**src/rtl/mips_fetch_unit_if.sv**
```systemverilog
// Fetch-stage bus: decode/memory side (master) and fetch unit (slave).
// Carries the hazard hold, the decode redirect, the memory word and the IF/ID outputs.
interface mips_fetch_unit_if;
  logic        stall;
  logic        redirect_valid;
  logic [31:0] redirect_target;
  logic [31:0] instr_in;
  logic [31:0] pc;
  logic [31:0] id_instr;
  logic [31:0] id_pc;
  logic        id_valid;
  logic        active;
  logic        fetch_fault;

  modport master (
    output stall, redirect_valid, redirect_target, instr_in,
    input  pc, id_instr, id_pc, id_valid, active, fetch_fault
  );

  modport slave (
    input  stall, redirect_valid, redirect_target, instr_in,
    output pc, id_instr, id_pc, id_valid, active, fetch_fault
  );
endinterface

```
**src/rtl/mips_fetch_unit.sv**
```systemverilog
// MIPS instruction-fetch stage: program counter, IF/ID register, branch delay slot
// handling and halt-on-jump-to-zero.
module mips_fetch_unit #(
  parameter logic [31:0] RESET_VECTOR = 32'hBFC00000,
  parameter logic [31:0] HALT_ADDR    = 32'h00000000
) (
  input logic              clk,
  input logic              reset,
  mips_fetch_unit_if.slave bus
);

  typedef enum logic [1:0] {
    RUN    = 2'd0,
    DELAY  = 2'd1,
    HALTED = 2'd2
  } state_t;

  state_t      state;
  logic [31:0] saved_target;

  // A taken redirect is parked in saved_target while the delay slot is fetched,
  // then resolved into a jump, a halt or a fault on the following advance.
  always_ff @(posedge clk) begin
    if (reset) begin
      state           <= RUN;
      saved_target    <= 32'd0;
      bus.pc          <= RESET_VECTOR;
      bus.id_instr    <= 32'd0;
      bus.id_pc       <= 32'd0;
      bus.id_valid    <= 1'b0;
      bus.active      <= 1'b1;
      bus.fetch_fault <= 1'b0;
    end else if (state == HALTED) begin
      bus.id_valid <= 1'b0;
    end else if (!bus.stall) begin
      bus.id_instr <= bus.instr_in;
      bus.id_pc    <= bus.pc;
      bus.id_valid <= 1'b1;
      case (state)
        RUN: begin
          bus.pc <= bus.pc + 32'd4;
          if (bus.redirect_valid) begin
            saved_target <= bus.redirect_target;
            state        <= DELAY;
          end
        end
        DELAY: begin
          if (saved_target == HALT_ADDR) begin
            bus.pc     <= HALT_ADDR;
            bus.active <= 1'b0;
            state      <= HALTED;
          end else if (saved_target[1:0] != 2'b00) begin
            bus.fetch_fault <= 1'b1;
            bus.active      <= 1'b0;
            state           <= HALTED;
          end else begin
            bus.pc <= saved_target;
            state  <= RUN;
          end
        end
        default: state <= HALTED;
      endcase
    end
  end

endmodule

```
**src/flat_wrapper.sv**
```systemverilog
// flat-port wrapper written by rule: the top's interface ports become plain ports
module mips_fetch_unit_flat 
#(
  parameter logic [31:0] RESET_VECTOR = 32'hBFC00000,
  parameter logic [31:0] HALT_ADDR    = 32'h00000000
)
  (clk, reset, bus_stall, bus_redirect_valid, bus_redirect_target, bus_instr_in, bus_pc, bus_id_instr, bus_id_pc, bus_id_valid, bus_active, bus_fetch_fault);
  mips_fetch_unit_if bus_i ();
  input logic clk;
  input logic reset;
  input wire logic [$bits(bus_i.stall)-1:0] bus_stall;
  input wire logic [$bits(bus_i.redirect_valid)-1:0] bus_redirect_valid;
  input wire logic [$bits(bus_i.redirect_target)-1:0] bus_redirect_target;
  input wire logic [$bits(bus_i.instr_in)-1:0] bus_instr_in;
  output wire logic [$bits(bus_i.pc)-1:0] bus_pc;
  output wire logic [$bits(bus_i.id_instr)-1:0] bus_id_instr;
  output wire logic [$bits(bus_i.id_pc)-1:0] bus_id_pc;
  output wire logic [$bits(bus_i.id_valid)-1:0] bus_id_valid;
  output wire logic [$bits(bus_i.active)-1:0] bus_active;
  output wire logic [$bits(bus_i.fetch_fault)-1:0] bus_fetch_fault;
  assign bus_i.stall = bus_stall;
  assign bus_i.redirect_valid = bus_redirect_valid;
  assign bus_i.redirect_target = bus_redirect_target;
  assign bus_i.instr_in = bus_instr_in;
  assign bus_pc = bus_i.pc;
  assign bus_id_instr = bus_i.id_instr;
  assign bus_id_pc = bus_i.id_pc;
  assign bus_id_valid = bus_i.id_valid;
  assign bus_active = bus_i.active;
  assign bus_fetch_fault = bus_i.fetch_fault;
  mips_fetch_unit #(.RESET_VECTOR(RESET_VECTOR), .HALT_ADDR(HALT_ADDR)) u_core (.clk(clk), .reset(reset), .bus(bus_i));
endmodule
```
**config.mk**
```make
export PLATFORM = sky130hd
export DESIGN_NAME = mips_fetch_unit_flat
export DESIGN_NICKNAME = d
export VERILOG_FILES = /design/src/rtl/mips_fetch_unit_if.sv /design/src/rtl/mips_fetch_unit.sv /design/src/flat_wrapper.sv
export SDC_FILE = /design/constraint.sdc
export NUM_CORES = 1
export LEC_CHECK = 0
export CORE_ASPECT_RATIO = 2
export CORE_MARGIN = 5
export CORE_UTILIZATION = 47
export DETAILED_ROUTE_END_ITERATION = 8
export MAX_ROUTING_LAYER = met4
export PLACE_DENSITY_LB_ADDON = 0.3
export SETUP_SLACK_MARGIN = 0.02
export SLEW_MARGIN = 20
export SYNTH_ARGS = -nofsm -noshare
export SYNTH_HDL_FRONTEND = slang
export SYNTH_SLANG_ARGS = --single-unit
```
**constraint.sdc**
```tcl
create_clock -name clk -period 2.5 [get_ports clk]
set_clock_uncertainty 0.15 [all_clocks]
set_input_delay 0.5 -clock clk [delete_from_list [all_inputs] [get_ports clk]]
set_output_delay 0.5 -clock clk [all_outputs]
set_load 0.02 [all_outputs]
```
==> results.ini <==
[clocking]
clock_path_buffers=2
cts-root-buf=clkbuf_16
cts_buffers=17
cts_tree=yes
cts_resized=0
postCtsSetupRepairBufs=0
htreeDepth=4
clk_pin_slew_ns=0.06
postCtsHoldBufs=0
cts.sinks=133
clk-insertion-delay-late_ns=0.41

[drt]
highest_layer=met4
wl_per_cell_um=17.47
first_iter_violations=472
firstDrtPassIters=5
drt-met1-wl_mm=6.408
route.detailed.drc=0
routed_wl_mm=18.52
wl_met2_mm=10.44
num_vias=5935
detail-route-antenna-nets=0
dr_wl_met3_mm=1.107
viasPerCell=5.599

[logic_synthesis]
yosysSeqAreaShare_pct=47.11
synth_cells=740
yosysWarnings=0
netlist_area_um2=5652
synthFlopType=dfxtp_1
yosys-top-cells-area=dfxtp_1 47%, nand2_1 15%, a21oi_1 11%, clkbuf_1 2.7%, o21ai_0 2.2%
synth-seq-cells=133
yosysMostFrequentCell=nand2_1
synth_nets=809
synthArstFlopShare_pct=0
synth-edff-count=0
ys_types=54
synth_top_cell_area_share_pct=47.11
yosys.area.top_type=dfxtp_1
avgSynthCellArea_um2=7.637
synth_common_cells=219 x nand2_1, 133 x dfxtp_1, 125 x a21oi_1

[power_and_ir_drop]
power.total_mw=5.905
p_leak_nw=3.032
p_int_mw=4.526
p_seq_share_pct=38.8
swShare_pct=23.36
peakVddDrop_uv=535.8
power_switching_mw=1.380
clkPwrFrac_pct=48.7
comb_power_share_pct=12.4
power_density_nw_per_um2=713.1

[critical_path]
end_kind=output port
worstPathCellList=clkdlybuf4s50_1
slowest_stage=clkdlybuf4s50_1
critical_path_peak_fanout=9
r2r_start=u_core.bus.pc[2]
worst_setup_path_start_kind=flip-flop
crit_path_start=u_core.bus.pc[27]
critPathMaxStageDelay_ns=0.70
arrival_ns=1.66
crit_type=flip-flop to output port
crit_required_ns=1.85
cp_top_family=buffers and inverters
path_buf_inv=1

[timing]
fmax_mhz=432.9
slew_viol_final=0
worst_pin_slew_ns=0.5144
slew_headroom_pct=65.70
setup_viol=0
layout_setup_ws_ns=0.1901
period_needed_ns=2.310
tns_ns=0
fin_crit_sh_pct=92.40
rsz0062_at_grt=no
final_hold_viol_count=0
worst_hold_slack_ns=0.2993

[layout]
layout-drive-gt1-share_pct=8.753
final_util_pct=70.34
layout.nets=972
layoutNonFillerInstCount=1060
areaGrowthSynthToFinish_pct=46.51
design_area_um2=8280

[floorplan]
rows=56
start_util_pct=48.01
dieWidth_um=87.54
die_h_um=165.1
dieArea_um2=14450
coreArea_um2=11770
io_pins=167

[placement]
post_dp_cell_area_um2=7596
place_congestion=0.9079
placed_cells=1029
hpwl_mm=13.58
io_buffers=166
post-place-ws_ns=0.08863

[global_route]
antenna_found_initial=0
grt_start_max_net_pins=55
overflow=0
grt_pass1_wl_mm=28.77
track_usage_pct=26.30
grt_pass1_vias=5766

[min_path]
hold_class=flip-flop to flip-flop
hold_path.startpoint=u_core.bus.fetch_fault

[flow_run]
drv_cap=0

[outcome]
status=completed

==> power groups by stage <==
stage	registers, mW	clock network [mW]	logic, mW
global route	2.31	3.02	0.793
finish	2.29	2.88	0.734
CTS	2.29	2.91	0.738
floorplan	2.40	0	0.299
detailed placement	2.34	0	0.734
global placement	2.33	0	0.718
==> path summary, 6_finish.rpt <==
check	endpoint	slack, ns	cells past startpoint
worst max-delay path	bus_pc[27]	0.19	1
worst min-delay path	u_core.bus.fetch_fault	0.30	2
worst max register to register	u_core.bus.pc[30]	0.30	5
worst min register to register	u_core.bus.fetch_fault	0.30	2
==> layout make-up <==
type                    instances  area, um^2
diodes                          1       2.502
multi-input cells             538        2704
clock inverters                12       252.7
inverters                       7       26.28
fillers                       980        3491
repair buffers                206        2022
flip-flops and latches        133        2663
well taps                     145       181.4
clock buffers                  18       429.2
==> per-layer routing <==
| metal | vias to the layer above | GRT usage [%] |
|---|---|---|
| li1 | 2871 | - |
| met1 | 2776 | 26.36 |
| met2 | 241 | 48.90 |
| met3 | 47 | 4.518 |
| met4 | 0 | 10.82 |
| met5 | - | - |
==> sequential cells by signal, summed over array words and instances, names as in the netlist <==
| name | flops |
|---|---|
| u_core.bus.id_instr | 32 |
| u_core.bus.id_valid | 1 |
| u_core.state | 2 |
| u_core.saved_target | 32 |
| u_core.bus.id_pc | 32 |
| u_core.bus.pc | 32 |
| u_core.bus.active | 1 |
| u_core.bus.fetch_fault | 1 |
==> kinds of logic after synthesis <==
group                    count (synthesis)  share of synthesized area (%)
flip-flops                             133                          47.11
AND/OR/NAND/NOR                        334                          26.57
AO/OA/AOI/OAI                          197                          19.77
buffers and inverters                   69                          5.225
adder cells (fa/ha/maj)                  1                         0.2214
multiplexers                             6                          1.107
==> cells in the final DEF (no fill, tap or decap), types with 4 or more instances in the layout <==
cell type        count
clkbuf_16           17
a21oi_1            125
a211oi_1             7
inv_1                7
and3_1               8
nor2_1              20
dfxtp_1            133
bufinv_16            7
and2_1               6
and4_1               5
o21ai_0             25
buf_12               5
o32ai_1              4
buf_4               36
nand2b_1             4
nor3_1              13
nor4_1              10
clkdlybuf4s50_1    165
a31oi_1              8
a21o_1               7
nand2_1            219
mux2i_1              4
nand3_1             15
nand4_1             14
No activity file was read; power rests on OpenSTA's default activity.
